<file path="config.mk">
export PLATFORM = sky130hd
export DESIGN_NAME = seven_seg_scanner
export DESIGN_NICKNAME = d
export VERILOG_FILES = /design/src/rtl/seven_seg_scanner.sv
export SDC_FILE = /design/constraint.sdc
export NUM_CORES = 1
export LEC_CHECK = 0
export ABC_AREA = 1
export BUFFER_PORTS_ARGS = -buffer_cell sky130_fd_sc_hd__buf_2
export CORE_UTILIZATION = 36
export CTS_CLUSTER_DIAMETER = 30
export DETAILED_ROUTE_END_ITERATION = 12
export MAX_ROUTING_LAYER = met4
export PLACE_DENSITY = 0.66
export SLEW_MARGIN = 5
export SYNTH_ARGS = -nofsm -noshare
export SYNTH_HDL_FRONTEND = slang
export SYNTH_SLANG_ARGS = --single-unit
</file>
<file path="constraint.sdc">
create_clock -name clock -period 4.45 [get_ports clock]
set_input_delay 0.89 -clock clock [delete_from_list [all_inputs] [get_ports clock]]
set_output_delay 0.89 -clock clock [all_outputs]
set_load 0.02 [all_outputs]
</file>
<file path="src/rtl/seven_seg_scanner.sv">
// seven_seg_scanner
// Time-multiplexed driver for an eight-digit, common-anode seven-segment
// display. Each digit gets a slot of REFRESH_DIV cycles. The first
// BLANK_CYCLES cycles of every slot are dark so that one digit cannot
// ghost onto the next. The display word for a slot is captured once, on the
// first edge of that slot, so changes mid-slot cannot glitch the lit digit.
//
// Ports
//   clock       system clock, rising edge
//   reset       asynchronous, active-high reset
//   d1..d8      display words {enable, hex[3:0], dp_off}; d1 = rightmost digit
//   an          anodes, active-low; an[k] lights the digit fed by d(k+1)
//   seg         cathodes, active-low, {dp,g,f,e,d,c,b,a}
//   digit_idx   current slot index (live copy of the slot counter)
//   frame_start one-cycle registered pulse at the start of slot 0
module seven_seg_scanner #(
  parameter int REFRESH_DIV  = 100000,
  parameter int BLANK_CYCLES = 1000
) (
  input  logic       clock,
  input  logic       reset,
  input  logic [5:0] d1,
  input  logic [5:0] d2,
  input  logic [5:0] d3,
  input  logic [5:0] d4,
  input  logic [5:0] d5,
  input  logic [5:0] d6,
  input  logic [5:0] d7,
  input  logic [5:0] d8,
  output logic [7:0] an,
  output logic [7:0] seg,
  output logic [2:0] digit_idx,
  output logic       frame_start
);

  localparam int CNT_W = (REFRESH_DIV > 1) ? $clog2(REFRESH_DIV) : 1;
  localparam logic [CNT_W-1:0] CNT_MAX   = CNT_W'(REFRESH_DIV - 1);
  localparam logic [CNT_W-1:0] CNT_BLANK = CNT_W'(BLANK_CYCLES);

  logic [CNT_W-1:0] r_cnt;
  logic [2:0]       r_idx;
  logic [5:0]       r_cur;
  logic [7:0]       r_an;
  logic [7:0]       r_seg;
  logic             r_frame_start;

  logic [5:0]       w_d_sel;
  logic [6:0]       w_lit;

  // Segments lit for a hex value, bit order {g,f,e,d,c,b,a}.
  function automatic logic [6:0] seg_decode(input logic [3:0] v);
    logic [6:0] lit;
    lit = 7'b0000000;
    case (v)
      4'h0: lit = 7'b0111111;
      4'h1: lit = 7'b0000110;
      4'h2: lit = 7'b1011011;
      4'h3: lit = 7'b1001111;
      4'h4: lit = 7'b1100110;
      4'h5: lit = 7'b1101101;
      4'h6: lit = 7'b1111101;
      4'h7: lit = 7'b0000111;
      4'h8: lit = 7'b1111111;
      4'h9: lit = 7'b1101111;
      4'hA: lit = 7'b1110111;
      4'hB: lit = 7'b1111100;
      4'hC: lit = 7'b0111001;
      4'hD: lit = 7'b1011110;
      4'hE: lit = 7'b1111001;
      4'hF: lit = 7'b1110001;
      default: lit = 7'b0000000;
    endcase
    return lit;
  endfunction

  always_comb begin
    w_d_sel = d1;
    case (r_idx)
      3'd0: w_d_sel = d1;
      3'd1: w_d_sel = d2;
      3'd2: w_d_sel = d3;
      3'd3: w_d_sel = d4;
      3'd4: w_d_sel = d5;
      3'd5: w_d_sel = d6;
      3'd6: w_d_sel = d7;
      3'd7: w_d_sel = d8;
      default: w_d_sel = d1;
    endcase
  end

  assign w_lit = seg_decode(r_cur[4:1]);

  always_ff @(posedge clock or posedge reset) begin
    if (reset) begin
      r_cnt         <= '0;
      r_idx         <= 3'd0;
      r_cur         <= 6'h00;
      r_an          <= 8'hFF;
      r_seg         <= 8'hFF;
      r_frame_start <= 1'b0;
    end else begin
      if (r_cnt == CNT_MAX) begin
        r_cnt <= '0;
        r_idx <= r_idx + 3'd1;
      end else begin
        r_cnt <= r_cnt + CNT_W'(1);
      end

      // Capture on the first edge of the slot; the blank window guarantees
      // r_cur is settled before it reaches the pins.
      if (r_cnt == '0) begin
        r_cur <= w_d_sel;
      end

      if (r_cnt < CNT_BLANK) begin
        r_an  <= 8'hFF;
        r_seg <= 8'hFF;
      end else begin
        // A disabled digit keeps its cathodes driven but its anode off.
        r_seg <= {r_cur[0], ~w_lit};
        r_an  <= r_cur[5] ? ~(8'd1 << r_idx) : 8'hFF;
      end

      r_frame_start <= (r_idx == 3'd0) && (r_cnt == '0);
    end
  end

  assign an          = r_an;
  assign seg         = r_seg;
  assign digit_idx   = r_idx;
  assign frame_start = r_frame_start;

endmodule
</file>
# Yosys cells after proc, flatten, opt, wreduce, memory -nomap -nowiden
# Memories as Yosys holds them, arrays and structs flattened.
# Index checks and enable logic that the tools add are counted.
dict set report word_totals {
  ff_bits 43
  latch_bits 0
  ram_bits 0
  mem_bits_ro 112
  input_bits 50
  output_inout_bits 20
  word_cells 29
  n_memories 1
}
# name depth word_bits read_ports rd_clocked_by_memory_dff write_ports line
set memory_table {}
lappend memory_table {{(name not given)} 16 7 1 0 0 54} ;# case (v)
dict set report classes {
  addsub 2
  mul 0
  n_div 0
  n_lt_le_gt_ge 1
  n_eq_ne 8
  shift 1
  n_mux 5
  n_bitwise 2
  reduce_logical 3
}
# operator n
set ops {}
lappend ops {{6-bit case mux with 8 select lines} 1}
lappend ops {{8-bit 2-to-1 mux} 3}
lappend ops {{17-bit by 1-bit adder with 17-bit output, second input constant} 1}
lappend ops {{17-bit == test, second input constant} 1}
lappend ops {{17-bit zero test} 1}
lappend ops {{17-bit by 10-bit < comparator with 1-bit output, second input constant} 1}
lappend ops {{17-bit 2-to-1 mux} 1}
lappend ops {{3-bit == test, second input constant} 4}
lappend ops {{8-bit inverter} 1}
lappend ops {{1-bit by 3-bit left shift with 8-bit output, first input constant} 1}
lappend ops {{7-bit inverter} 1}
lappend ops {{3-bit by 2-bit == test with 1-bit output, second input constant} 2}
lappend ops {{3-bit by 1-bit adder with 3-bit output, second input constant} 1}
lappend ops {{3-bit by 1-bit == test with 1-bit output, second input constant} 1}
lappend ops {{3-bit zero test} 1}
lappend ops {{1-bit logical AND} 1}

# Depth between registers and ports, before layout
# Gate-level depths: netlist (run 1).
dict set report logic_depth {
  word_depth 4
  mapped_depth 10
  ltp_nobuf 9
}

# Worst setup path before layout (run 1)
# OpenSTA, ideal clock, no wires.
dict set report synth_path {
  path_type {reg-to-reg}
  startpoint {reg r_idx[2], in the netlist digit_idx[2]}
  endpoint {reg r_cur[5]}
  setup_ns 0.066
  arrival_ns 1.665
  required_ns 4.384
  setup_slack_ns 2.719
  stages_incl_launch_ff 10
  path_buffers 2
  period_less_slack_ns 1.731
  cell_sequence {dfrtp_1 -> inv_2 -> buf_2 -> ha_1 -> clkbuf_1 -> nor2_1 -> nand4_1 -> nand3_1 -> nand2_1 -> nand2_1}
}
dict set report synth_between {
  elab_chain_len 2
  elab_cells_between_ends 9
  cone_classes {eq/ne (7); mux (1); reduce/logical (1)}
}
# element line
set synth_rtl {}
lappend synth_rtl {{from (decl)} 41} ;# logic [2:0] r_idx;
lappend synth_rtl {{from (signal assigned)} 104} ;# r_idx <= r_idx + 3'd1;
lappend synth_rtl {{3-bit == test, or another cell as far along} 78} ;# case (r_idx)
lappend synth_rtl {{6-bit case mux with 8 select lines *} 78}
lappend synth_rtl {{to (signal assigned)} 112} ;# r_cur <= w_d_sel;
lappend synth_rtl {{to (decl)} 42} ;# logic [5:0] r_cur;
# Every way passes the cells marked *; elsewhere a longest branch is shown, timed or not.
# A chain may end at the register's enable or synchronous reset.

# Final worst setup path (run 1)
dict set report layout_path {
  startpoint {reg r_idx[2], in the netlist digit_idx[2]}
  endpoint {out digit_idx[2]}
}
# element line
set layout_rtl {}
lappend layout_rtl {{to (decl)} 32} ;# output logic [2:0] digit_idx,
# No word-level cell between the ends.

==> impl_metrics.json, run 1 <==
{
  "synth_top_area_share_pct": 24.2,
  "grt_pass1_vias": 2527,
  "cts_setup_buffers": 0,
  "outcome": "finished clean",
  "viasPerCell": 4.82,
  "diodes": 0,
  "place_ws_ns": 2.24,
  "cts_made_buffers": 5,
  "vdd_drop_max_uv": 110,
  "vias": 2645,
  "avgRoutedWirePerCell_um": 12.2,
  "dpl.hpwl_um": 5210,
  "slowest_stage": "dfrtp_1",
  "post-route-min-period_ns": 2.38,
  "initial_core_util_pct": 37.9,
  "synthTopCellsByArea": "dfrtp_1 24%, dfstp_2 15%, nand2_1 14%",
  "cp_max_fo": 26,
  "grt_first_pass_wirelength_um": 11400,
  "p_leak_nw": 1.69,
  "fin_total_pwr_mw": 0.709,
  "cap_viol_max_count": 0,
  "die_y_um": 90.0,
  "tightest_slew_ns": 0.825,
  "ys_types": 30,
  "core_mm2": 0.00737,
  "ctsHoldBuffers": 0,
  "ys.flop_type": "dfrtp_1",
  "fin_crit_sh_pct": 53.5,
  "ios": 70,
  "fp.dieArea_mm2": 0.00811,
  "yosysWarnings": 0,
  "syn_nets": 448,
  "synthToLayoutAreaGrowth_pct": 18.1,
  "ys_async_sr_fraction_pct": 100,
  "utilization_pct": 44.7,
  "drc_errors": 0,
  "drv_slew": 0,
  "finalSetupViolations": 0,
  "post-synth-top-count-cell": "nand2_1",
  "max_slew_margin_pct": 45.0,
  "max_stage_delay_ns": 0.89,
  "h-tree-depth": 2,
  "synth_seq_cells": 43,
  "final_area_mm2": 0.00330,
  "die_w_um": 90.0,
  "rsz0062_at_grt": "no",
  "gp_congestion": 0.879,
  "clock.fmax_mhz": 420,
  "ant_nets": 0,
  "drt_iter0_drc": 150,
  "cts_resized": 0,
  "antenna_found_initial": 0,
  "root_buffer": "clkbuf_8",
  "drive_above_1_share_pct": 27.1,
  "routed_wl_um": 6700,
  "power_density_mw_per_mm2": 215,
  "ys_top_cells_by_count": "104 x nand2_1, 66 x nor2_1, 46 x nand3_1, 32 x inv_1, 27 x dfrtp_1",
  "clk_latency_ns": 0.30,
  "clock_skew_ns": 0.00681,
  "portBuffers": 69,
  "cp_top_family": "flip-flops",
  "syn-cell-area_mm2": 0.00279,
  "overflow": 0,
  "cts.path.max_buffers": 2,
  "arrival_ns": 1.49,
  "nets": 513,
  "tns_ns": 0,
  "cts_tree": "done",
  "path_buf_inv": 1,
  "row_count": 31,
  "synth_top_area_cell": "dfrtp_1",
  "grt.total_usage_pct": 17.6,
  "cts.clk_slew.worst_paths_ns": 0.09,
  "cp.required_ns": 3.56,
  "synth_edf_count": 0,
  "clock_sinks": 43,
  "setup.worst_path.start_class": "flop",
  "dr.pass1.iters": 4,
  "hp-class": "flop to flop",
  "end_kind": "primary output",
  "placed_area_mm2": 0.00320,
  "finalWorstSetupSlack_ns": 2.07,
  "worstSetupPathType": "flop to primary output",
  "cp_cell_sequence": "buf_2",
  "avgSynthCellArea_um2": 7.27,
  "netlist_instances": 384,
  "hold_violations": 0,
  "seq_area_frac_synth_pct": 39.3,
  "grt_max_degree": 27
}
cell type report:
type,instances,area [um^2]
inverters,41,155
repair buffers,70,353
clock buffers,5,68.8
fillers,791,4070
flip-flops and latches,43,1100
clock inverters,3,22.5
well taps,99,124
multi-input cells,288,1480
registers in the layout, indices dropped and copies added (netlist names):
register	flops
r_cnt	17
an	8
seg	8
r_cur	6
digit_idx	3
frame_start	1
per-layer routing:
metal  vias to the layer above  part of all wire, %  track usage, %
li1                       1348                    -               -
met1                      1214                   46            21.6
met2                        72                   48            29.6
met3                        11                  4.3            3.21
met4                         0                  1.8            5.38
met5                         -                    0               -
path summary, 6_finish.rpt:
path,startpoint,cells after the start,to,slack [ns]
max reg2reg,digit_idx[2],7,r_cur[3],2.16
max in group asynchronous,reset,3,frame_start,3.02
min in group asynchronous,reset,2,r_cur[5],0.66
min,r_cur[0],2,seg[7],0.48
min reg2reg,r_cur[0],2,seg[7],0.48
max,digit_idx[2],1,digit_idx[2],2.07
power by group:
group / leakage (nW) / internal [mW] / total [mW] / switching, mW
Sequential: 0.517 / 0.394 / 0.400 / 0.00603
Clock: 0.0451 / 0.113 / 0.258 / 0.146
Combinational: 1.12 / 0.0237 / 0.0503 / 0.0265
Total: 1.69 / 0.530 / 0.709 / 0.178
logic make-up (layout without fill, tap and decap cells):
logic type | after synthesis | in the layout | synth area share, %
AND/OR/NAND/NOR | 247 | 247 | 40.0
buffers and inverters | 53 | 119 | 7.80
XOR/XNOR | 8 | 8 | 2.51
flip-flops | 43 | 43 | 39.3
AO/OA/AOI/OAI | 19 | 19 | 4.08
adder cells (fa/ha/maj) | 14 | 14 | 6.28
cells in the final DEF (no fill, tap or decap):
cell / netlist / final
inv_2: 7 / 7
clkinv_2: 1 / 1
buf_4: 0 / 1
nor2_2: 4 / 4
o21ai_4: 1 / 1
clkinvlp_4: 0 / 1
nand3b_2: 1 / 1
nand4_1: 10 / 10
nand3_1: 46 / 46
o211ai_1: 3 / 3
o21ai_1: 6 / 6
nor3_1: 2 / 2
buf_2: 8 / 69
xnor2_1: 1 / 1
inv_6: 0 / 1
ha_1: 14 / 14
nand4_2: 5 / 5
inv_4: 0 / 1
a21oi_1: 4 / 4
dfrtp_1: 27 / 27
inv_1: 32 / 32
nor2_4: 1 / 1
o21ai_0: 5 / 5
clkinv_1: 1 / 1
nand2_2: 4 / 4
nor2_1: 66 / 66
nand3_2: 3 / 3
nand2_4: 1 / 1
xor2_1: 7 / 7
dfstp_2: 16 / 16
clkbuf_8: 0 / 5
nand2_1: 104 / 104
per-stage QoR:
step | hold slack (ns) | cells
finish | 0.476 | 549
global route | 0.508 | 549
CTS | 0.477 | 549
detailed placement | 0.453 | 541
global placement | 0.457 | 541
floorplan | 0.435 | 384
Power figures use the tool's default switching activity.
==> run 2, diff against run 1 <==
==> constraint.sdc (replaced) <==
create_clock -name clock -period 2.5 [get_ports clock]
set_input_delay 0.5 -clock clock [delete_from_list [all_inputs] [get_ports clock]]
set_output_delay 0.5 -clock clock [all_outputs]
set_load 0.02 [all_outputs]
==> impl_metrics.json, run 2 (synthesis gave the netlist of run 1 again) <==
{
  "final_common_cell": "nand2_1",
  "fin_crit_sh_pct": 75.3,
  "cp_cell_sequence": "inv_2, ha_1, nor2_1, nand4_1, nand3_1, nand2_1, nand2_1",
  "cts.path.max_buffers": 2,
  "die_w_um": 90.0,
  "timing.rr.start": "digit_idx[2]",
  "initial_core_util_pct": 37.9,
  "synthToLayoutAreaGrowth_pct": 18.7,
  "portBuffers": 69,
  "cp_top_family": "simple AND/OR/NAND/NOR gates",
  "die_y_um": 90.0,
  "cp_max_fo": 14,
  "tightest_slew_ns": 0.571,
  "vias": 2671,
  "rsz0062_at_grt": "no",
  "root_buffer": "clkbuf_8",
  "path_depth": 7,
  "utilization_pct": 45.0,
  "final.fill_count": 787,
  "cts.clk_slew.worst_paths_ns": 0.09,
  "dpl.hpwl_um": 5290,
  "grt_first_pass_wirelength_um": 12000,
  "arrival_ns": 2.14,
  "drt_iter0_drc": 130,
  "hp-class": "input port to asynchronous set/reset pin",
  "clock_sinks": 43,
  "overflow": 0,
  "cap_viol_max_count": 0,
  "fin_total_pwr_mw": 1.28,
  "clock.fmax_mhz": 531,
  "max_stage_delay_ns": 0.60,
  "fp.dieArea_mm2": 0.00811,
  "grt_max_degree": 17,
  "power_density_mw_per_mm2": 386,
  "core_mm2": 0.00737,
  "vdd_drop_max_uv": 221,
  "row_count": 31,
  "rr_worst_depth": 7,
  "critical_path.startpoint": "digit_idx[2]",
  "tns_ns": 0,
  "r2r_setup_slack_ns": 0.62,
  "viasPerCell": 4.85,
  "h-tree-depth": 2,
  "layout_common_cells": "104 x nand2_1, 69 x buf_2, 66 x nor2_1",
  "regMostFlops": "r_cnt",
  "clk_latency_ns": 0.31,
  "cts_made_buffers": 5,
  "path_common_cell": "nand2_1",
  "ant_nets": 0,
  "ctsHoldBuffers": 0,
  "max_slew_margin_pct": 61.9,
  "drc_errors": 0,
  "diodes": 0,
  "outcome": "finished clean",
  "post-route-min-period_ns": 1.88,
  "drv_slew": 0,
  "hold_violations": 0,
  "largest_reg_flops": 17,
  "ios": 70,
  "gp_congestion": 0.930,
  "cp.required_ns": 2.75,
  "grt.total_usage_pct": 18.7,
  "path_buf_inv": 1,
  "end_kind": "flop",
  "routed_wl_um": 6860,
  "setup.worst_path.start_class": "flop",
  "antenna_found_initial": 0,
  "nets": 515,
  "r2r_end": "r_cur[3]",
  "cts_tree": "done",
  "slowest_stage": "dfrtp_1",
  "worstSetupPathType": "flop to flop",
  "grt_pass1_vias": 2635,
  "p_leak_nw": 1.70,
  "critPathCapture": "r_cur[3]",
  "avgRoutedWirePerCell_um": 12.4,
  "finalSetupViolations": 0,
  "dr.pass1.iters": 4,
  "drive_above_1_share_pct": 27.4,
  "cts_setup_buffers": 0,
  "placed_area_mm2": 0.00322,
  "final_area_mm2": 0.00331,
  "cts_resized": 0,
  "clock_skew_ns": 0.00389
}
==> run 2: cell types whose count changed in the layout (fill, tap and decap cells not counted), sizes merged <==
cell and delta:
inv -2, clkinv +2, buf +2
==> run 2: how the worst min path moves through the flow <==
stage                     slack, ns  cells past startpoint     start  endpoint
after floorplan                0.43                      2  r_cur[0]    seg[7]
after global placement         0.46                      2  r_cur[0]    seg[7]
after detailed placement       0.47                      1  r_cnt[0]  r_cnt[0]
after CTS                      0.24                      2     reset  r_cnt[6]
after global routing           0.26                      2     reset  r_cnt[6]
final                          0.21                      2     reset  r_cnt[6]
==> run 2: routing by layer <==
layer | up-vias | global-route usage [%] | share of wire (%)
met2 | 79 | 30.7 | 48
met4 | 0 | 7.12 | 2.6
li1 | 1349 | - | -
met3 | 15 | 3.21 | 5.0
met1 | 1228 | 22.9 | 45
met5 | - | - | 0
==> run 2: cell type report <==
type                       instances  area (um^2)  area share (%)
clock buffer                       5         68.8            2.08
clock inverter                     3         25.0           0.755
inverter                          41          155            4.68
multi-input combinational        288         1480            44.6
sequential                        43         1100            33.1
tap                               99          124            3.74
timing repair buffer              72          368            11.1
==> run 2: metrics by stage <==
| step | worst slack, ns | hold slack, ns | cells |
|---|---|---|---|
| after CTS | 0.614 | 0.241 | 551 |
| after floorplan | 0.769 | 0.435 | 384 |
| after global placement | 0.742 | 0.459 | 543 |
| after global routing | 0.323 | 0.257 | 551 |
| final | 0.617 | 0.206 | 551 |
| after detailed placement | 0.634 | 0.473 | 543 |
==> run 2: report_power, final <==
| part | switching, mW | internal [mW] |
|---|---|---|
| logic | 0.0490 | 0.0435 |
| clock network | 0.275 | 0.200 |
| registers | 0.0105 | 0.701 |
| total | 0.335 | 0.945 |
